File: src/rtl/ndp_pkg.sv
`default_nettype none
// ============================================================================
// Module   : ndp_pkg
// Purpose  : Shared types and derived constants for the NDP AXI-Stream unpacker.
// Revision : 1.0
// ============================================================================
package ndp_pkg;

  localparam int NDP_WIDTH  = 16;
  localparam int NDP_ROWS   = 4;
  localparam int NDP_COLS   = 64;
  localparam int NDP_AXIS_W = 32;

  localparam int EPB        = NDP_AXIS_W / NDP_WIDTH;
  localparam int ACT_BEATS  = NDP_ROWS / EPB;
  localparam int WGT_BEATS  = NDP_COLS / EPB;
  localparam int BEAT_CNT_W = $clog2(WGT_BEATS);

  typedef enum logic [1:0] {
    S_ACT  = 2'd0,
    S_WGT  = 2'd1,
    S_HOLD = 2'd2
  } state_t;

  // A counter over a single beat still needs one bit.
  function automatic int cnt_width(input int beats);
    return (beats > 1) ? $clog2(beats) : 1;
  endfunction

endpackage
`default_nettype wire

File: src/rtl/ndp_beat_collect.sv
`default_nettype none
// ============================================================================
// Module   : ndp_beat_collect
// Purpose  : Beat-indexed register bank; writes one stream beat per slot.
// Revision : 1.0
// ============================================================================
module ndp_beat_collect
  import ndp_pkg::*;
#(
  parameter int BEATS  = ACT_BEATS,
  parameter int AXIS_W = NDP_AXIS_W,
  parameter int CNT_W  = BEAT_CNT_W
) (
  input  logic                    clk,
  input  logic                    rst_n,
  input  logic                    i_we,
  input  logic [CNT_W-1:0]        i_idx,
  input  logic [AXIS_W-1:0]       i_data,
  output logic [BEATS*AXIS_W-1:0] o_vec
);

  generate
    for (genvar b = 0; b < BEATS; b++) begin : g_slot
      logic [AXIS_W-1:0] r_slot;

      always_ff @(posedge clk or negedge rst_n) begin
        if (!rst_n) begin
          r_slot <= '0;
        end else if (i_we && (i_idx == CNT_W'(b))) begin
          r_slot <= i_data;
        end
      end

      assign o_vec[b*AXIS_W +: AXIS_W] = r_slot;
    end
  endgenerate

endmodule
`default_nettype wire

File: src/rtl/ndp_axis_unpacker.sv
`default_nettype none
// ============================================================================
// Module   : ndp_axis_unpacker
// Purpose  : Deserializes the AXI-Stream input into activation/weight vector
//            pairs for the systolic-array feeder. NDP_TLAST_CHECK_EN enables
//            early-tlast detection and the sticky proto_err output.
// Revision : 1.0
// ============================================================================
module ndp_axis_unpacker
  import ndp_pkg::*;
#(
  parameter int WIDTH  = NDP_WIDTH,
  parameter int ROWS   = NDP_ROWS,
  parameter int COLS   = NDP_COLS,
  parameter int AXIS_W = NDP_AXIS_W,
  parameter int K_W    = 16
) (
  input  logic                  axi_aclk,
  input  logic                  axi_aresetn,
  input  logic [AXIS_W-1:0]     s_axis_tdata,
  input  logic                  s_axis_tkeep,
  input  logic                  s_axis_tvalid,
  input  logic                  s_axis_tlast,
  output logic                  s_axis_tready,
  output logic [ROWS*WIDTH-1:0] act_vec,
  output logic [COLS*WIDTH-1:0] wgt_vec,
  output logic                  vec_valid,
  input  logic                  vec_ready,
  output logic [K_W-1:0]        vec_k,
  output logic                  vec_last
`ifdef NDP_TLAST_CHECK_EN
  ,
  output logic                  proto_err
`endif
);

  localparam int c_epb       = AXIS_W / WIDTH;
  localparam int c_act_beats = ROWS / c_epb;
  localparam int c_wgt_beats = COLS / c_epb;
  localparam int c_cnt_w     = cnt_width(c_wgt_beats);

  state_t             r_state;
  logic [c_cnt_w-1:0] r_beat_cnt;
  logic [K_W-1:0]     r_vec_k;
  logic               r_vec_valid;
  logic               r_vec_last;
  logic               r_tready;

  logic w_beat;
  logic w_last_act;
  logic w_last_wgt;
  logic w_abort;
  logic w_pair_done;
  logic w_act_we;
  logic w_wgt_we;
  logic w_unused_tkeep;

  // All beats are full, so tkeep carries no information.
  assign w_unused_tkeep = s_axis_tkeep;

  assign w_beat      = s_axis_tvalid && r_tready;
  assign w_last_act  = (r_beat_cnt == c_cnt_w'(c_act_beats - 1));
  assign w_last_wgt  = (r_beat_cnt == c_cnt_w'(c_wgt_beats - 1));
  assign w_pair_done = r_vec_valid && vec_ready;

`ifdef NDP_TLAST_CHECK_EN
  logic r_proto_err;
  assign w_abort   = w_beat && s_axis_tlast && !((r_state == S_WGT) && w_last_wgt);
  assign proto_err = r_proto_err;
`else
  assign w_abort = 1'b0;
`endif

  assign w_act_we = w_beat && (r_state == S_ACT) && !w_abort;
  assign w_wgt_we = w_beat && (r_state == S_WGT) && !w_abort;

  always_ff @(posedge axi_aclk or negedge axi_aresetn) begin
    if (!axi_aresetn) begin
      r_state     <= S_ACT;
      r_beat_cnt  <= '0;
      r_vec_k     <= '0;
      r_vec_valid <= 1'b0;
      r_vec_last  <= 1'b0;
      r_tready    <= 1'b0;
`ifdef NDP_TLAST_CHECK_EN
      r_proto_err <= 1'b0;
`endif
    end else begin
      case (r_state)
        S_ACT, S_WGT: begin
          r_tready <= 1'b1;
          if (w_abort) begin
            r_state    <= S_ACT;
            r_beat_cnt <= '0;
            r_vec_k    <= '0;
`ifdef NDP_TLAST_CHECK_EN
            r_proto_err <= 1'b1;
`endif
          end else if (w_beat) begin
            if (r_state == S_ACT) begin
              if (w_last_act) begin
                r_beat_cnt <= '0;
                r_state    <= S_WGT;
              end else begin
                r_beat_cnt <= r_beat_cnt + 1'b1;
              end
            end else if (w_last_wgt) begin
              r_beat_cnt  <= '0;
              r_vec_last  <= s_axis_tlast;
              r_vec_valid <= 1'b1;
              r_tready    <= 1'b0;
              r_state     <= S_HOLD;
            end else begin
              r_beat_cnt <= r_beat_cnt + 1'b1;
            end
          end
        end
        S_HOLD: begin
          r_tready <= w_pair_done;
          if (w_pair_done) begin
            r_vec_valid <= 1'b0;
            r_state     <= S_ACT;
            r_vec_k     <= r_vec_last ? '0 : r_vec_k + 1'b1;
          end
        end
        default: begin
          r_state  <= S_ACT;
          r_tready <= 1'b1;
        end
      endcase
    end
  end

  ndp_beat_collect #(
    .BEATS  (c_act_beats),
    .AXIS_W (AXIS_W),
    .CNT_W  (c_cnt_w)
  ) u_act_collect (
    .clk    (axi_aclk),
    .rst_n  (axi_aresetn),
    .i_we   (w_act_we),
    .i_idx  (r_beat_cnt),
    .i_data (s_axis_tdata),
    .o_vec  (act_vec)
  );

  ndp_beat_collect #(
    .BEATS  (c_wgt_beats),
    .AXIS_W (AXIS_W),
    .CNT_W  (c_cnt_w)
  ) u_wgt_collect (
    .clk    (axi_aclk),
    .rst_n  (axi_aresetn),
    .i_we   (w_wgt_we),
    .i_idx  (r_beat_cnt),
    .i_data (s_axis_tdata),
    .o_vec  (wgt_vec)
  );

  assign s_axis_tready = r_tready;
  assign vec_valid     = r_vec_valid;
  assign vec_k         = r_vec_k;
  assign vec_last      = r_vec_last;

endmodule
`default_nettype wire
File: config.mk
export PLATFORM = sky130hd
export DESIGN_NAME = ndp_axis_unpacker
export DESIGN_NICKNAME = d
export VERILOG_FILES = /design/src/rtl/ndp_pkg.sv /design/src/rtl/ndp_beat_collect.sv /design/src/rtl/ndp_axis_unpacker.sv
export SDC_FILE = /design/constraint.sdc
export NUM_CORES = 1
export LEC_CHECK = 0
export CAP_MARGIN = 20
export CORE_AREA = 2 2 452 454
export CTS_CLUSTER_DIAMETER = 150
export DETAILED_ROUTE_END_ITERATION = 12
export DIE_AREA = 0 0 454 456
export GPL_TIMING_DRIVEN = 0
export PLACE_DENSITY = 0.51
export SYNTH_ARGS = -nofsm -noshare
export SYNTH_HDL_FRONTEND = slang
export SYNTH_HIERARCHICAL = 1
export SYNTH_SLANG_ARGS = --single-unit
File: constraint.sdc
create_clock -name axi_aclk -period 2.8 [get_ports axi_aclk]
set_input_delay 0.28 -clock axi_aclk [delete_from_list [all_inputs] [get_ports axi_aclk]]
set_output_delay 0.28 -clock axi_aclk [all_outputs]
set_load 0.01 [all_outputs]
# Word level (Yosys, flattened, before mapping)
# Cells that the tools add are included.
[word_totals]
in_bits = 38
elab_cells = 148
regBits = 1114
output_inout_bits = 1107
[classes]
n_eq_ne = 39
bitwise_logic = 1
n_mux = 19
reduce_logical = 47
addsub = 2
[op_table]
columns = ["op", "count"]
rows = [
  ["$eq 5x5->1 const B", 16],
  ["$eq 5x4->1 const B", 8],
  ["$logic_and 1x1->1", 38],
  ["$eq 5x3->1 const B", 4],
  ["$add 16x1->16 const B", 1],
  ["$mux 16", 1],
  ["$mux 5", 3],
  ["$eq 5x2->1 const B", 2],
  ["$mux 2", 5],
  ["$ne 2x2->1 const B", 4],
  ["$reduce_and 4->1", 2],
  ["$mux 1", 7],
  ["$ne 3x3->1 const B", 2],
  ["$add 5x1->5 const B", 1],
  ["$eq 5x1->1 const B", 1],
  ["$logic_not 5->1", 1],
  ["$reduce_and 5->1", 1],
  ["$pmux 1 s2", 2],
  ["$pmux 2 s2", 1],
  ["$reduce_and 2->1", 2],
  ["$eq 2x1->1 const B", 1],
  ["$eq 2x2->1 const B", 1],
  ["$logic_not 2->1", 1],
  ["$reduce_bool 2->1", 1],
  ["2 further kinds", 2],
]

# Longest topological paths before layout
# Gate-level depths: netlist (run 1).
[depth]
depth_word = 5
ltp_mapped = 9
mapped_depth_nobuf = 7

# Hierarchy
# Netlist (run 1), hierarchy kept.
[modules_own_cells]
columns = ["module", "n_inst", "area_each_um2", "seq_area_each_um2", "cells_per_inst"]
rows = [
  ["ndp_beat_collect (u_wgt_collect)", 1, 38334.3, 25624.6, 2291],
  ["ndp_beat_collect (u_act_collect)", 1, 2394.8, 1601.5, 138],
  ["ndp_axis_unpacker", 1, 1473.9, 650.6, 162],
]

# Worst setup path after synthesis (run 1)
# No wires, ideal clock.
[synth_path]
path_kind = "reg2reg"
from = "register r_state[1]"
to = "register u_wgt_collect.g_slot[24].r_slot[14]"
required_time_ns = 2.673
period_less_slack_ns = 2.212
t_arrival_ns = 2.084
setup_slack_ns = 0.588
path_buffers = 2
setup_time_ns = 0.127
stages_incl_launch_ff = 10
path_cell_list = "dfrtp_1 -> inv_1 -> ha_1 -> inv_1 -> nor2_1 -> nand4b_1 -> or3_1 -> buf_2 -> buf_6 -> mux2_1"
[synth_via]
elab_chain_cells = 3
[synth_lines]
columns = ["item", "line_no", "source"]
rows = [
  ["from (decl)", "ndp_axis_unpacker.sv:42", "state_t r_state;"],
  ["from (signal assigned)", "ndp_axis_unpacker.sv:79", "r_state <= S_ACT;"],
  ["from (signal assigned)", "ndp_axis_unpacker.sv:93", "r_state <= S_ACT;"],
  ["from (signal assigned)", "ndp_axis_unpacker.sv:103", "r_state <= S_WGT;"],
  ["$eq 2x1->1", "ndp_axis_unpacker.sv:75", "assign w_wgt_we = w_beat && (r_state == S_WGT) && !w_abort;"],
  ["$logic_and 1x1->1", "ndp_axis_unpacker.sv:75", ""],
  ["named net w_wgt_we", "ndp_axis_unpacker.sv:55", "logic w_wgt_we;"],
  ["$logic_and 1x1->1", "ndp_beat_collect.sv:29", "end else if (i_we && (i_idx == CNT_W'(b))) begin"],
  ["to (signal assigned)", "ndp_beat_collect.sv:30", "r_slot <= i_data;"],
  ["to (decl)", "ndp_beat_collect.sv:24", "logic [AXIS_W-1:0] r_slot;"],
]
# The timed path passes the listed nets, and every way through them passes these cells.
# A chain may end at the register's enable or synchronous reset.

# Worst setup path after layout (run 1)
[layout_path]
from = "register r_state[1]"
to = "register u_wgt_collect.g_slot[12].r_slot[16]"
[layout_via]
elab_chain_cells = 3
[layout_lines]
columns = ["item", "line_no"]
rows = [
  ["$eq 2x1->1", "ndp_axis_unpacker.sv:75"],
  ["$logic_and 1x1->1", "ndp_axis_unpacker.sv:75"],
  ["named net w_wgt_we", "ndp_axis_unpacker.sv:55"],
  ["$logic_and 1x1->1", "ndp_beat_collect.sv:29"],
  ["to (signal assigned)", "ndp_beat_collect.sv:30"],
  ["to (decl)", "ndp_beat_collect.sv:24"],
]
# The timed path passes the listed nets, and every way through them passes these cells.

==> results.toml, run 1 <==
[yosys]
synth.ff_latch_count = 1114
yosys_most_used_dff = "dfrtp_1"
synth_area_leaders = "dfrtp_1 66%, mux2_2 29%, buf_2 1.2%"
synthArstFlopShare_pct = 100.0
synth_area_leader_cell = "dfrtp_1"
synth_most_common_cell = "dfrtp_1"
synthMuxAreaShare_pct = 29.08
synth_cell_types = 42
synth_top_area_share_pct = 66.05
yosys_warnings = 6
syn_area_mm2 = 0.04220
avgSynthCellArea_um2 = 16.29
synthAdderAreaFrac_pct = 0.2668
synth_edf_count = 0
synth-xor-area-share_pct = 0.1038
synth_top_family_by_area = "multiplexers"
netlist_top_cells_count = "1,114 x dfrtp_1, 1,079 x mux2_2, 100 x clkbuf_1"
synth_nets = 2638
yosys.area_share.simple_pct = 1.580
syn_inst = 2591
synth_compound_area_share_pct = 0.5396
seq_area_frac_synth_pct = 66.05

[worst_hold_path]
hp-class = "in -> reg"
hold_depth = 2

[placement]
place_inst = 6422
routabilityCongestion = 0.7999
io_buffers = 1143
placed_area_mm2 = 0.05735
hpwlAfterDp_um = 141800
dp_slack_ps = -1300

[global_route]
grt_pass1_wl_um = 251400
grt_use_total_pct = 17.66
grt_antenna_before_repair = 8
grt_overflow = 0
grt_max_degree = 167
grt_pass1_vias = 28676

[timing]
max_freq_ghz = 0.3680
hold_viol = 0
worst_pin_slew_ps = 1213
rsz0062_at_grt = "no"
skew_ps = 37.67
hold_ws_ps = 123.2
slew_headroom_pct = 19.12
setup_tns_ps = 0
report.final.slew_viol_count = 0
setup_viol_count_final = 0
min_period_ps = 2717
fin_ws_ps = 82.53
final.period_utilization_pct = 97.05

[drt]
avgViaCountPerCell = 4.163
ant_nets = 0
dr_total_vias = 27850
wl_um = 187300
wl_per_cell_um = 28.00
drcViolationCount = 0
drt_iter0_drc = 1464
dr.pass1.iters = 7

[pwr]
intPower_mw = 34.38
sw_frac_of_total_pct = 28.44
fin_total_pwr_mw = 48.04
ir_drop_v = 0.0005289
powerDensity_mw_per_mm2 = 772.4
power_frac_comb_pct = 22.1
p_clk_share_pct = 36.7
pwr-share-seq_pct = 41.2
leakagePower_nw = 28.80
p_switching_mw = 13.66

[clocking]
cts_max_level = 4
clkSlewWorstSetupHoldPaths_ps = 70
cts_root_buffer = "clkbuf_16"
clk_path_buf_depth = 3
cts_num_sinks = 1114
clock_latency_ps = 800
numCtsBuffers = 134
cts_tree = "yes"

[layout]
finish.utilization_pct = 30.84
layout-drive-gt1-share_pct = 36.25
nets = 3947
fin_area_mm2 = 0.06220
instances_no_fill = 6690
area_delta_synth_final_pct = 47.39

[floorplan]
die_area_mm2 = 0.2070
initial_core_util_pct = 20.92
std_cell_rows = 165
num_io_pins = 1145
core_mm2 = 0.2017
die_h_um = 456
die_x_um = 454

[worst_setup_path]
cp_max_fo = 10
r2r_cells = 10
critPathLaunchType = "flop"
end_kind = "flop"
cp.arrival_ps = 3380
crit_type = "reg -> reg"
worstPathRequired_ps = 3460

[run_status]
status = "completed"

[job]
drv_cap = 0
-- critical path, stage by stage (launching register included) --
cell and delay [ps]:
dfrtp_1 420, inv_1 100, ha_1 210, inv_1 130, nor2_4 230, nand4b_1 140
buf_4 220, or3_1 310, clkbuf_4 260, buf_6 220, mux2_1 310
-- metal layers --
| metal | vias up | global-route usage [%] | routed length [um] |
|---|---|---|---|
| met1 | 14935 | 19.75 | 71660 |
| met3 | 248 | 4.803 | 11450 |
| met2 | 893 | 31.31 | 96510 |
| met4 | 0 | 7.375 | 7688 |
| li1 | 11774 | - | - |
| met5 | - | 0 | 0 |
-- cells by family (layout without fill, tap and decap cells) --
family / after synthesis / count (layout)
compound gates: 40 / 40
buf+inv: 216 / 1630
xor+xnor: 5 / 5
other cells: 0 / 13
simple gates: 117 / 117
flops: 1114 / 1114
fa+ha+maj: 9 / 9
mux: 1090 / 1090
-- what timing repair did --
| item | CTS | global route |
|---|---|---|
| setup buffers | 6 | 3 |
| endpoints found under the setup margin | 1015 | 499 |
| gates resized for setup | 44 | 34 |
| hold buffers | 5 | 0 |
| hold endpoints to repair | 531 | 0 |
| gates cloned | 0 | 0 |
| pin swaps | 4 | 4 |
-- cell type report --
cell class	count	area, um^2
antenna	13	32.53
buffer	207	1072
clock buffer	198	3906
clock inverter	43	510.5
fill	20267	139500
inverter	9	33.78
multi-input combinational	1261	13460
sequential	1114	27880
tap	2672	3343
timing repair buffer	1173	11970
-- power by group through the flow --
stage	Combinational [mW]	Sequential (mW)	Clock [mW]
2_1_floorplan	2.65	20.9	0
3_3_place_gp	10.5	20.1	0
3_5_place_dp	10.7	20.0	0
4_1_cts	10.8	19.8	18.3
5_1_grt	11.2	20.1	18.8
6_report	10.6	19.8	17.6
-- state kept, by name (all words and copies together), names as in the netlist --
name	cells
u_wgt_collect/g_slot.r_slot	1024
u_act_collect/g_slot.r_slot	64
vec_k	16
r_beat_cnt	5
r_state	2
s_axis_tready	1
vec_last	1
vec_valid	1
-- cells in the final DEF, fill, tap and decap left out, types with 25 or more instances in the layout --
cell type	count
clkdlybuf4s50_1	1142
dfrtp_1	1114
mux2_2	1079
clkbuf_16	136
clkbuf_1	134
buf_2	61
clkbuf_8	27
nand2_1	26
buf_4	25
-- path summary, 6_finish.rpt --
path,start,end,slack (ps)
setup / recovery,r_state[1]$_DFFE_PN0P_,u_wgt_collect/g_slot[12].r_slot[16]$_DFFE_PN0P_,80
hold / removal,s_axis_tlast,vec_last$_DFFE_PN0P_,120
setup reg to reg,r_state[1]$_DFFE_PN0P_,u_wgt_collect/g_slot[12].r_slot[16]$_DFFE_PN0P_,80
hold reg to reg,u_wgt_collect/g_slot[12].r_slot[15]$_DFFE_PN0P_,u_wgt_collect/g_slot[12].r_slot[15]$_DFFE_PN0P_,490
max in group asynchronous,axi_aresetn,u_wgt_collect/g_slot[26].r_slot[4]$_DFFE_PN0P_,290
min in group asynchronous,axi_aresetn,u_act_collect/g_slot[1].r_slot[14]$_DFFE_PN0P_,230
Note: power is estimated with default switching activity, not from simulation.
==> run 2: changes to the inputs <==
CORE_AREA = 2 2 445 447   (was 2 2 452 454)
DIE_AREA = 0 0 447 449   (was 0 0 454 456)
PLACE_DENSITY = 0.46   (was 0.51)
clock period = 2.4 ns   (was 2.8 ns; I/O delays follow)
==> run 2 against run 1 <==
The flow now finishes with violations (hold timing, setup timing). Clock skew down 4.6 ps. Critical path depth unchanged. Combinational power up 19%. Via count down 0.53%. Largest cell class unchanged.
==> results.toml, run 2 (same netlist as run 1, synthesis figures left out) <==
[run_status]
status = "finished with violations"
violations = "hold timing, setup timing"

[clocking]
cts_num_sinks = 1114
clock_latency_ps = 810
clkSlewWorstSetupHoldPaths_ps = 60
hold_buffers = 5
cts_max_level = 4
numCtsBuffers = 139
cts_root_buffer = "clkbuf_16"
clk_path_buf_depth = 3
cts_tree = "yes"

[worst_setup_path]
path_common_cell = "buf_6"
cp.arrival_ps = 3070
path_cells = "inv_2 -> ha_4 -> inv_4 -> nor2_4 -> nand4b_1 -> buf_6 -> or3_1 -> buf_6 -> buf_6 -> mux2_1"
cp_top_family = "simple AND/OR/NAND/NOR gates"
cp_num_buf_inv = 5
max_stage_delay_ps = 390
cp_max_fo = 10
crit_type = "reg -> reg"
end_kind = "flop"
crit_slowest_cell = "dfrtp_1"
worstPathRequired_ps = 3060
critPathLaunchType = "flop"

[job]
drv_cap = 0

[timing]
skew_ps = 33.09
setup_viol_count_final = 8
hold_ws_ps = -247.7
final.period_utilization_pct = 100.6
max_freq_ghz = 0.4144
hold_viol = 295
min_period_ps = 2413
worst_pin_slew_ps = 1031
fin_ws_ps = -13.36
report.final.slew_viol_count = 0
slew_headroom_pct = 31.30
rsz0062_at_grt = "yes"

[global_route]
grt_overflow = 0
grt_use_total_pct = 18.37
grt_pass1_wl_um = 253800
grt_pass1_vias = 28835
grt_antenna_before_repair = 9
grt_max_degree = 170

[worst_hold_path]
hp-class = "in -> async"

[floorplan]
die_x_um = 447
initial_core_util_pct = 21.51
die_area_mm2 = 0.2007
core_mm2 = 0.1962
std_cell_rows = 163
die_h_um = 449
num_io_pins = 1145

[placement]
placed_area_mm2 = 0.05728
io_buffers = 1143
dp_slack_ps = -1637
hpwlAfterDp_um = 139900
routabilityCongestion = 0.7849

[drt]
wl_per_cell_um = 28.14
avgViaCountPerCell = 4.150
wl_um = 187800
drcViolationCount = 0
drt_iter0_drc = 1341
dr_total_vias = 27702
dr.pass1.iters = 5
ant_nets = 0

[pwr]
leakagePower_nw = 29.23
ir_drop_v = 0.0005539
powerDensity_mw_per_mm2 = 902.7

[layout]
regMostFlops = "u_wgt_collect/g_slot.r_slot"
nets = 3971
fin_area_mm2 = 0.06312
largest_reg_flops = 1024
layout-drive-gt1-share_pct = 37.21
fill_cells = 19628
finish.utilization_pct = 32.17
final_common_cell = "clkdlybuf4s50_1"
area_delta_synth_final_pct = 49.57
final_cell_mix = "1,141 x clkdlybuf4s50_1, 1,111 x dfrtp_1, 1,073 x mux2_2, 145 x clkbuf_16, 127 x clkbuf_1"
-- run 2: cell count changes in the layout (fill, tap and decap cells not counted), sizes merged, moves of 2 or more --
cell and change:
clkbuf -10, diode -6, inv +4, buf +33
bufinv +2, clkinv -2, dlygate4sd3 -3
-- run 2: cell type report --
cell class | count | area, um^2 | share of cell area, %
Timing Repair Buffer | 1193 | 12320 | 19.52
Antenna cell | 7 | 17.52 | 0.02775
Buffer | 206 | 1398 | 2.214
Sequential cell | 1114 | 27880 | 44.17
Inverter | 9 | 36.28 | 0.05748
Clock buffer | 199 | 4058 | 6.428
Multi-Input combinational cell | 1261 | 13560 | 21.49
Clock inverter | 46 | 546.8 | 0.8662
Tap cell | 2640 | 3303 | 5.233
-- run 2: timing repair --
| item | 4_1_cts | 5_1_grt |
|---|---|---|
| endpoints found under the setup margin | 1084 | 642 |
| endpoints found under the hold margin | 512 | 295 |
| pin swaps | 13 | 3 |
| buffers inserted | 22 | 4 |
| resized for setup | 159 | 56 |
| gates cloned | 0 | 3 |
-- run 2: per-stage QoR --
| stage | total power [mW] | instances | hold WS, ps | setup TNS (ps) |
|---|---|---|---|---|
| final | 56.98 | 6675 | -247.7 | -42.56 |
| after global routing | 59.42 | 6670 | -217.9 | -10510 |
| after CTS | 57.95 | 6661 | -220.7 | -91.02 |
| after detailed placement | 35.92 | 6390 | 158.3 | -1069160 |
| after global placement | 35.66 | 6374 | 471.0 | - |
| after floorplan | 27.52 | 2591 | -55.59 | 0 |
-- run 2: worst paths after layout --
path | startpoint | end | slack [ps] | depth (start not counted)
max | r_state[1]$_DFFE_PN0P_ | u_wgt_collect/g_slot[24].r_slot[15]$_DFFE_PN0P_ | -10 | 10
min | axi_aresetn | u_wgt_collect/g_slot[8].r_slot[11]$_DFFE_PN0P_ | -250 | 4
max reg2reg | r_state[1]$_DFFE_PN0P_ | u_wgt_collect/g_slot[24].r_slot[15]$_DFFE_PN0P_ | -10 | 10
min reg2reg | u_wgt_collect/g_slot[28].r_slot[5]$_DFFE_PN0P_ | u_wgt_collect/g_slot[28].r_slot[5]$_DFFE_PN0P_ | 490 | 1
max in group asynchronous | axi_aresetn | u_wgt_collect/g_slot[22].r_slot[5]$_DFFE_PN0P_ | 450 | 6
min in group axi_aclk | s_axis_tlast | vec_last$_DFFE_PN0P_ | 90 | 2
-- run 2: per-layer routing --
metal	share of wire (%)	vias to the layer above	track usage, %
li1	-	11832	-
met1	37	14690	20.35
met2	51	896	31.84
met3	7.3	282	6.131
met4	4.6	2	8.008
met5	0.0059	-	0
-- run 2: power breakdown --
group	switching (mW)	leakage, nW	internal, mW
clock network	8.77	2.27	12.6
logic	5.79	11.7	6.81
registers	1.56	15.3	21.5
total	16.1	29.2	40.9
-- run 2: worst reg2reg max path, delay by kind of cell, from the launching register on --
kind | cells | cell delay, ps
adders and majority gates | 1 | 160
buffers and inverters | 5 | 700
DFF | 1 | 390
muxes | 1 | 320
and+or+nand+nor | 3 | 710
